### src/rtl/mc6502_mux_defs.sv
// mc6502_mux_defs: shared state encodings and sizing constants for the CPU datapath selector/demux pair
package mc6502_mux_defs;
  localparam int N_DEST = 8;
  localparam int SEL_W = 3;
  typedef enum logic {ST_IDLE = 1'b0, ST_PEND = 1'b1} state_t;
endpackage

### src/rtl/dec3to8.sv
// dec3to8: combinational 3-to-8 one-hot decoder (sel -> onehot)
module dec3to8
  import mc6502_mux_defs::*;
(
  input  logic [SEL_W-1:0]  sel,
  output logic [N_DEST-1:0] onehot
);
  assign onehot = N_DEST'(1) << sel;
endmodule

### src/rtl/demux8_wr.sv
// demux8_wr: valid/ready write demux into eight held registers with per-destination strobe/ack and read-back (CLK, RES_N, VALID/READY, SEL, D, Y0..Y7, STB, ACK, RD_SEL, RD_Y; DEMUX8_WR_AUTOACK_EN makes STB a one-cycle pulse)
module demux8_wr
  import mc6502_mux_defs::*;
#(
  parameter int WIDTH = 8
) (
  input  logic              CLK,
  input  logic              RES_N,
  input  logic              VALID,
  output logic              READY,
  input  logic [SEL_W-1:0]  SEL,
  input  logic [WIDTH-1:0]  D,
  output logic [WIDTH-1:0]  Y0,
  output logic [WIDTH-1:0]  Y1,
  output logic [WIDTH-1:0]  Y2,
  output logic [WIDTH-1:0]  Y3,
  output logic [WIDTH-1:0]  Y4,
  output logic [WIDTH-1:0]  Y5,
  output logic [WIDTH-1:0]  Y6,
  output logic [WIDTH-1:0]  Y7,
  output logic [N_DEST-1:0] STB,
  input  logic [N_DEST-1:0] ACK,
  input  logic [SEL_W-1:0]  RD_SEL,
  output logic [WIDTH-1:0]  RD_Y
);
  state_t state, state_nx;
  logic [SEL_W-1:0] sel_q;
  logic [N_DEST-1:0] sel_dec, stb_q;
  logic [WIDTH-1:0] y_q [N_DEST];
  logic accept, ack_hit;
  dec3to8 u_dec (.sel(SEL), .onehot(sel_dec));
  assign accept = (state == ST_IDLE) && VALID;
`ifdef DEMUX8_WR_AUTOACK_EN
  logic unused_ack;
  assign unused_ack = ^{ACK, sel_q};
  assign ack_hit = 1'b1;
`else
  assign ack_hit = ACK[sel_q];
`endif
  always_comb begin
    state_nx = (state == ST_IDLE) ? (VALID ? ST_PEND : ST_IDLE) : (ack_hit ? ST_IDLE : ST_PEND);
  end
  always_ff @(posedge CLK or negedge RES_N) begin
    if (!RES_N) state <= ST_IDLE;
    else state <= state_nx;
  end
  always_ff @(posedge CLK or negedge RES_N) begin
    if (!RES_N) begin
      sel_q <= '0;
      stb_q <= '0;
      for (int i = 0; i < N_DEST; i++) y_q[i] <= '0;
    end else if (accept) begin
      sel_q <= SEL;
      stb_q <= sel_dec;
      for (int i = 0; i < N_DEST; i++) if (sel_dec[i]) y_q[i] <= D;
    end else if (state == ST_PEND && ack_hit) begin
      stb_q <= '0;
    end
  end
  assign READY = state == ST_IDLE;
  assign STB = stb_q;
  assign RD_Y = y_q[RD_SEL];
  assign Y0 = y_q[0];
  assign Y1 = y_q[1];
  assign Y2 = y_q[2];
  assign Y3 = y_q[3];
  assign Y4 = y_q[4];
  assign Y5 = y_q[5];
  assign Y6 = y_q[6];
  assign Y7 = y_q[7];
endmodule
### config.mk
export PLATFORM = sky130hd
export DESIGN_NAME = demux8_wr
export DESIGN_NICKNAME = d
export VERILOG_FILES = /design/src/rtl/mc6502_mux_defs.sv /design/src/rtl/dec3to8.sv /design/src/rtl/demux8_wr.sv
export SDC_FILE = /design/constraint.sdc
export NUM_CORES = 1
export LEC_CHECK = 0
export BUFFER_PORTS_ARGS = -buffer_cell sky130_fd_sc_hd__buf_4
export CAP_MARGIN = 20
export CORE_MARGIN = 5
export CORE_UTILIZATION = 52
export DETAILED_ROUTE_END_ITERATION = 10
export GPL_TIMING_DRIVEN = 0
export HOLD_SLACK_MARGIN = 0.12
export PLACE_DENSITY = 0.83
export SLEW_MARGIN = 20
export SYNTH_ARGS = -nofsm -noshare
export SYNTH_HDL_FRONTEND = slang
export SYNTH_SLANG_ARGS = --single-unit
### constraint.sdc
create_clock -name CLK -period 2 [get_ports CLK]
set_clock_uncertainty 0.05 [all_clocks]
set_input_delay 0.1 -clock CLK [delete_from_list [all_inputs] [get_ports CLK]]
set_output_delay 0.1 -clock CLK [all_outputs]
set_load 0.01 [all_outputs]
Word-level counts from Yosys, hierarchy flattened
Index checks and enable logic that the tools add are counted.
{"block": "classes", "mul": 0, "shift": 1, "n_lt_le_gt_ge": 2, "addsub": 0, "bitwise_logic": 2, "muxes": 10, "n_eq_ne": 0, "reduce_logical": 11, "div_mod_pow": 0}
{"operator": "2-to-1 mux 8 bit", "n": 4}
{"operator": "binary-select mux 8 bit (select 3 bit)", "n": 1}
{"operator": "AND reduction 2 bit", "n": 8}
{"operator": "left shift 1 x 3 -> 8 bit, first input constant", "n": 1}
{"operator": ">= comparator 4 bit, second input constant", "n": 1}
{"operator": "< comparator 3 x 4 -> 1 bit, second input constant", "n": 1}
{"operator": "2-to-1 mux 1 bit", "n": 4}
{"operator": "NOT 3 -> 4 bit", "n": 1}
{"operator": "binary-select mux 1 bit (select 3 bit)", "n": 1}
{"operator": "logical AND 1 bit", "n": 2}
{"operator": "nonzero test 2 bit", "n": 1}
{"operator": "NOT 1 bit", "n": 1}
{"block": "word_totals", "ram_bits": 0, "elab_cells": 37, "out_inout_bits": 81, "romBits": 0, "reg_bits": 76, "in_bits": 25, "latch_bits": 0, "mem_count": 0}

Longest topological paths before layout
Gate-level depths: netlist (run 1).
{"block": "logic_depth", "ltp_word": 5, "ltp_mapped": 5, "depth_no_buf": 3}

Hierarchy
From an unflattened synthesis (run 1), not the netlist that was laid out.
{"block": "hier_totals", "hier_cells": 234, "hier_area_um2": 3577.2}
{"mod": "demux8_wr", "seq_area_each_um2": 1901.8, "area_per_inst_um2": 3512.1, "instances": 1, "cells_each": 226}
{"mod": "dec3to8", "seq_area_each_um2": 0.0, "area_per_inst_um2": 65.1, "instances": 1, "cells_each": 8}

Worst setup path before layout (run 1)
No wires, ideal clock.
{"block": "synth_path", "kind": "register to register", "startpoint": "register state", "endpoint": "register y_q (netlist bit Y0[0])", "stages_incl_launch_ff": 6, "setup_slack_ns": 0.284, "arrival_ns": 1.541, "synth_period_minus_slack_ns": 1.716, "setup_ns": 0.125, "n_path_buf": 2, "required_ns": 1.825, "path_cell_list": "dfrtp_1 -> or3b_1 -> buf_2 -> or2_1 -> buf_6 -> mux2_4"}
{"block": "synth_between", "elab_chain_cells": 3}
{"item": "start, declared", "line_no": "demux8_wr.sv:26", "source": "state_t state, state_nx;"}
{"item": "start signal, assigned", "line_no": "demux8_wr.sv:45", "source": "else state <= state_nx;"}
{"item": "NOT 1 bit", "line_no": "demux8_wr.sv:32", "source": "assign accept = (state == ST_IDLE) && VALID;"}
{"item": "logical AND 1 bit", "line_no": "demux8_wr.sv:32"}
{"item": "AND reduction 2 bit (no line)"}
{"item": "end, declared", "line_no": "demux8_wr.sv:29", "source": "logic [WIDTH-1:0] y_q [N_DEST];"}
No other way between the ends.
A chain may end at the register's enable or synchronous reset.

Worst setup path in the final report (run 1)
{"block": "layout_path", "startpoint": "register state", "endpoint": "register y_q (netlist bit Y6[6])"}
The elaborated chain is that of the path after synthesis.

==> results.json, run 1 <==
{
  "dr.pass1.iters": 4,
  "dp_cells": 441,
  "worstMarginPinSlew_ns": 0.961,
  "cp.required_ns": 2.17,
  "slew_headroom_pct": 35.9,
  "utilization_pct": 71.1,
  "setup_viol": 0,
  "netlist_instances": 243,
  "grt_pass1_vias": 2673,
  "gr-usage-all-layers_pct": 21.8,
  "power.density_nw_per_um2": 1530,
  "drtIter0Drc": 87,
  "peakVddDrop_v": 0.000701,
  "route.detailed.drc": 0,
  "cts_buffers": 9,
  "fin_tns_setup_ns": 0,
  "syn_nets": 268,
  "grt-ovfl-total": 0,
  "antenna_found_initial": 0,
  "synthDistinctLibCells": 23,
  "max_freq_ghz": 0.504,
  "wl_mm": 9.08,
  "worst_r2r_path_depth": 3,
  "power.share.clock_pct": 14.4,
  "start_util_pct": 53.4,
  "hp-class": "input port to flip-flop",
  "hold_depth": 3,
  "reg2reg_from": "state$_DFF_PN0_",
  "seqPwrFrac_pct": 39.7,
  "post-cts-setup-buffer-count": 0,
  "core_area_um2": 6790,
  "rows": 30,
  "status": "completed",
  "grt_pass1_wl_mm": 14.4,
  "seq_area_frac_synth_pct": 52.4,
  "fp.dieH_um": 93.6,
  "vias": 2569,
  "die_x_um": 93.6,
  "filler_cell_count": 469,
  "switchingPower_w": 0.00251,
  "dieArea_um2": 8750,
  "power.leakage_nw": 2.27,
  "reg2reg_slack_ns": 0.02,
  "diodes": 0,
  "root_buffer": "clkbuf_8",
  "timing.rr.end": "Y6[6]$_DFFE_PN0P_",
  "cts_tree": "done",
  "crit_path_end_kind": "flip-flop",
  "synthesis.area_um2": 3630,
  "netSwitchingFraction_pct": 34.1,
  "totalPowerFinal_w": 0.00736,
  "rsz0062_at_grt": "true",
  "viasPerCell": 5.49,
  "fin_nets": 393,
  "ys_warn_count": 0,
  "clkLatencyLatePin_ns": 0.34,
  "drive_gt1_share_pct": 59.4,
  "detail_route.wl_per_cell_um": 19.4,
  "fin_crit_sh_pct": 99.2,
  "ant_nets": 0,
  "hold_viol_final": 0,
  "min-delay-start": "SEL[1]",
  "setup_ws_ns": 0.0160,
  "dp_hpwl_mm": 6.33,
  "power.internal_w": 0.00486,
  "arrival_ns": 2.16,
  "place.gp.congestion": 0.812,
  "comb_power_share_pct": 45.9,
  "grt_max_degree": 77,
  "cts_sinks": 76,
  "path_max_fanout": 9,
  "htree_levels": 3,
  "critPathKind": "flip-flop to flip-flop",
  "whs_endpoint": "sel_q[1]$_DFFE_PN0P_",
  "final_cells": 468,
  "maxCapViolations": 0,
  "final-max-slew-violation-count": 0,
  "pre_cts_ws_ns": -0.121,
  "period_needed_ns": 1.98,
  "clkSlewWorstSetupHoldPaths_ns": 0.08,
  "port-buffer-count": 102,
  "ys_ff_latch": 76,
  "avgSynthCellArea_um2": 14.9,
  "start_kind": "flip-flop",
  "ios": 106,
  "area_delta_synth_final_pct": 33.0,
  "cts_buffer_depth": 2
}
==> worst max path at each step <==
stage / from / end / slack [ns] / cells past startpoint
6_report: state$_DFF_PN0_ / Y6[6]$_DFFE_PN0P_ / 0.02 / 3
5_1_grt: state$_DFF_PN0_ / Y7[5]$_DFFE_PN0P_ / -0.05 / 3
4_1_cts: state$_DFF_PN0_ / Y7[1]$_DFFE_PN0P_ / 0.02 / 3
3_5_place_dp: RD_SEL[1] / RD_Y[6] / -0.12 / 5
3_3_place_gp: RD_SEL[1] / RD_Y[6] / -0.12 / 5
2_1_floorplan: state$_DFF_PN0_ / Y0[0]$_DFFE_PN0P_ / 0.28 / 5
==> registers in the layout (all words and copies together) (netlist names) <==
signal and flops:
Y4 8, state 1, Y5 8, Y7 8, Y0 8, Y3 8, STB 8, Y1 8
Y2 8, sel_q 3, Y6 8
==> metrics by stage <==
step	instance area (µm²)	hold WS (ns)
2_1_floorplan	3630	-0.246
6_report	4830	0.252
3_5_place_dp	4520	0.254
5_1_grt	4830	0.244
4_1_cts	4820	0.241
3_3_place_gp	4520	0.245
==> cell families after synthesis <==
kind of cell | count (synthesis) | share of synthesized area [%]
flops | 76 | 52.4
simple gates | 44 | 5.82
compound gates | 18 | 3.69
mux | 91 | 35.9
buf+inv | 14 | 2.21
==> power groups by stage <==
| stage | Sequential, W | Clock [W] | Combinational [W] |
|---|---|---|---|
| detailed placement | 0.00294 | 0 | 0.00339 |
| CTS | 0.00291 | 0.00108 | 0.00342 |
| global placement | 0.00289 | 0 | 0.00331 |
| finish | 0.00292 | 0.00106 | 0.00338 |
| global route | 0.00303 | 0.00115 | 0.00361 |
| floorplan | 0.00311 | 0 | 0.00145 |
==> final cells by class <==
| type | count | area, µm² | area share [%] |
|---|---|---|---|
| buffer | 13 | 80.1 | 1.66 |
| clock buffer | 11 | 151 | 3.14 |
| clock inverter | 4 | 25.0 | 0.518 |
| inverter | 1 | 3.75 | 0.0777 |
| multi-input combinational | 153 | 1660 | 34.4 |
| sequential | 76 | 1900 | 39.4 |
| tap | 96 | 120 | 2.49 |
| timing repair buffer | 114 | 886 | 18.3 |
==> timing repair <==
action,4_1_cts,5_1_grt
resized for setup,2,2
hold buffers,12,0
endpoints found under the hold margin,144,0
endpoints found under the setup margin,9,31
==> cell usage in the layout, fill, tap and decap left out, types with 3 or more instances in the layout <==
cell / synthesis / routed
buf_6: 3 / 3
mux2_4: 24 / 24
buf_4: 0 / 102
buf_2: 4 / 3
dfrtp_1: 76 / 76
nand2_1: 25 / 25
mux4_2: 17 / 17
dlygate4sd3_1: 0 / 12
o32a_1: 8 / 8
nand2b_1: 4 / 4
o21ai_0: 8 / 8
or2_1: 3 / 3
clkbuf_8: 0 / 11
mux2_2: 48 / 48
nor2_2: 4 / 3
clkbuf_1: 5 / 4
==> critical path, stage by stage, from the launching register on <==
cell and delay (ns):
dfrtp_1 0.43, nand3b_1 0.39, nor2_2 0.59, mux2_2 0.40
==> cells in the mapped netlist, drive strengths merged <==
cell type  number  area [µm²]
nand2          25        93.8
o21ai           8        40.0
mux4           17         383
buf             8        57.6
clkbuf          5        18.8
a21oi           1        5.00
nand2b          4        25.0
nand3b          1        7.51
o32a            8        80.1
mux2i           2        20.0
a221oi          1        8.76
dfrtp          76        1900
mux2           72         901
nor2            6        32.5
inv             1        3.75
nor2b           2        12.5
or3b            1        8.76
or2             5        31.3
==> routing by layer <==
metal  routed length, µm  up-vias  share of wire, %  global-route usage, %
met3                 599       10               6.6                   5.07
met1                3880     1319                43                   28.1
li1                    -     1154                 -                      -
met2                4490       86                49                   36.3
met4                 116        0               1.3                   7.10
met5                   0        -                 0                      0
Note: power is estimated with default switching activity, not from simulation.
==> inputs of run 2 (changes only) <==
- SETUP_SLACK_MARGIN: default -> 0.1
==> results.json, run 2 (synthesis results as in run 1) <==
{
  "dpl_cell_area_um2": 4520,
  "status": "completed",
  "period_needed_ns": 1.86,
  "root_buffer": "clkbuf_8",
  "wl_met3_um": 712,
  "fin_crit_sh_pct": 93.1,
  "htree_levels": 3,
  "utilization_pct": 71.3,
  "rsz0062_at_grt": "true",
  "grt-ovfl-total": 0,
  "setup_viol": 0,
  "fin_nets": 394,
  "drtIter0Drc": 101,
  "die_x_um": 93.6,
  "dp_hpwl_mm": 6.33,
  "critPathKind": "flip-flop to flip-flop",
  "top_layer": "met4",
  "hp-class": "input port to flip-flop",
  "wl_met1_mm": 3.80,
  "worst_r2r_path_depth": 5,
  "ios": 106,
  "dieArea_um2": 8750,
  "cts_sinks": 76,
  "cp.required_ns": 2.18,
  "dr.pass1.iters": 4,
  "dp_cells": 441,
  "detail_route.wl_per_cell_um": 19.5,
  "place.gp.congestion": 0.812,
  "final_common_cell": "buf_4",
  "reg2reg_slack_ns": 0.14,
  "grt_pass1_wl_mm": 14.4,
  "final-max-slew-violation-count": 0,
  "port-buffer-count": 102,
  "worstMarginPinSlew_ns": 0.974,
  "cts_buffers": 9,
  "dr_wl_met2_mm": 4.56,
  "ant_nets": 0,
  "start_kind": "flip-flop",
  "core_area_um2": 6790,
  "finalInstanceArea_um2": 4850,
  "crit_start": "state$_DFF_PN0_",
  "fp.dieH_um": 93.6,
  "whs_endpoint": "STB[7]$_DFFE_PN0P_",
  "reg2reg_from": "state$_DFF_PN0_",
  "clkSlewWorstSetupHoldPaths_ns": 0.08,
  "clkLatencyLatePin_ns": 0.35,
  "maxCapViolations": 0,
  "route.detailed.drc": 0,
  "wl_mm": 9.15,
  "min-delay-start": "SEL[1]",
  "final_cells": 469,
  "start_util_pct": 53.4,
  "antenna_found_initial": 0,
  "max_freq_ghz": 0.537,
  "timing.rr.end": "Y4[1]$_DFFE_PN0P_",
  "hold_depth": 4,
  "cts_buffer_depth": 2,
  "viasPerCell": 5.44,
  "rows": 30,
  "drive_gt1_share_pct": 59.8,
  "path_max_fanout": 8,
  "hold_viol_final": 0,
  "filler_cell_count": 471,
  "diodes": 0,
  "arrival_ns": 2.04,
  "peakVddDrop_v": 0.000706,
  "grt_pass1_vias": 2677,
  "crit_path_end_kind": "flip-flop",
  "vias": 2551,
  "gr-usage-all-layers_pct": 21.7,
  "grt_max_degree": 77,
  "slew_headroom_pct": 35.1,
  "power.density_nw_per_um2": 1520,
  "area_delta_synth_final_pct": 33.5,
  "power.leakage_nw": 2.28,
  "final_cell_mix": "buf_4, dfrtp_1, mux2_2, nand2_1, mux2_4",
  "cts_tree": "done"
}
==> run 2: cell types whose count changed in the layout (fill, tap and decap cells not counted) <==
cell and delta:
buf_4 +2, buf_8 +1, clkbuf_1 -1, clkbuf_4 -1
==> run 2: how the worst max path moves through the flow <==
stage          slack (ns)                 to
6_report             0.14  Y4[1]$_DFFE_PN0P_
5_1_grt              0.08  Y7[5]$_DFFE_PN0P_
4_1_cts              0.02  Y7[1]$_DFFE_PN0P_
3_5_place_dp        -0.12            RD_Y[6]
3_3_place_gp        -0.12            RD_Y[6]
2_1_floorplan        0.28  Y0[0]$_DFFE_PN0P_
==> run 2: what timing repair did <==
action / in CTS / in global routing
setup buffers: 0 / 1
cloned: 0 / 0
pin swaps: 0 / 0
resized for setup: 3 / 8
hold buffers: 12 / 0
endpoints found under the setup margin: 40 / 63
hold endpoints to repair: 144 / 0
==> run 2: worst max-delay path, stage by stage (launching register included) <==
cell and delay (ns):
dfrtp_1 0.43, or3b_1 0.40, buf_6 0.16, or2_1 0.24
buf_6 0.17, mux2_4 0.31
==> run 2: routing by layer <==
layer / vias up / GRT usage, %
li1: 1156 / -
met1: 1287 / 28.1
met2: 98 / 36.2
met3: 10 / 5.07
met4: 0 / 7.10
met5: - / 0
==> run 2: layout make-up <==
class                      count  area (µm²)  area share (%)
sequential                    76        1900            39.2
multi-input combinational    153        1660            34.3
timing repair buffer         115         893            18.4
clock buffer                  11         151            3.12
tap                           96         120            2.48
buffer                        13        91.3            1.88
clock inverter                 4        25.0           0.516
inverter                       1        3.75          0.0774
==> run 2: power by group <==
part	leakage (nW)	switching, W	internal, W
clock	0.0872	0.000560	0.000507
combinational	1.26	0.00132	0.00208
sequential	0.938	0.000640	0.00228
total	2.28	0.00252	0.00486
==> run 2: through the flow <==
stage | TNS [ns] | setup WS, ns | total power (W) | hold slack [ns]
floorplan | 0 | 0.284 | 0.00457 | -0.246
global placement | -0.780 | -0.115 | 0.00620 | 0.245
detailed placement | -0.762 | -0.121 | 0.00633 | 0.254
CTS | 0 | 0.0173 | 0.00741 | 0.241
global route | 0 | 0.0841 | 0.00780 | 0.142
finish | 0 | 0.138 | 0.00738 | 0.123
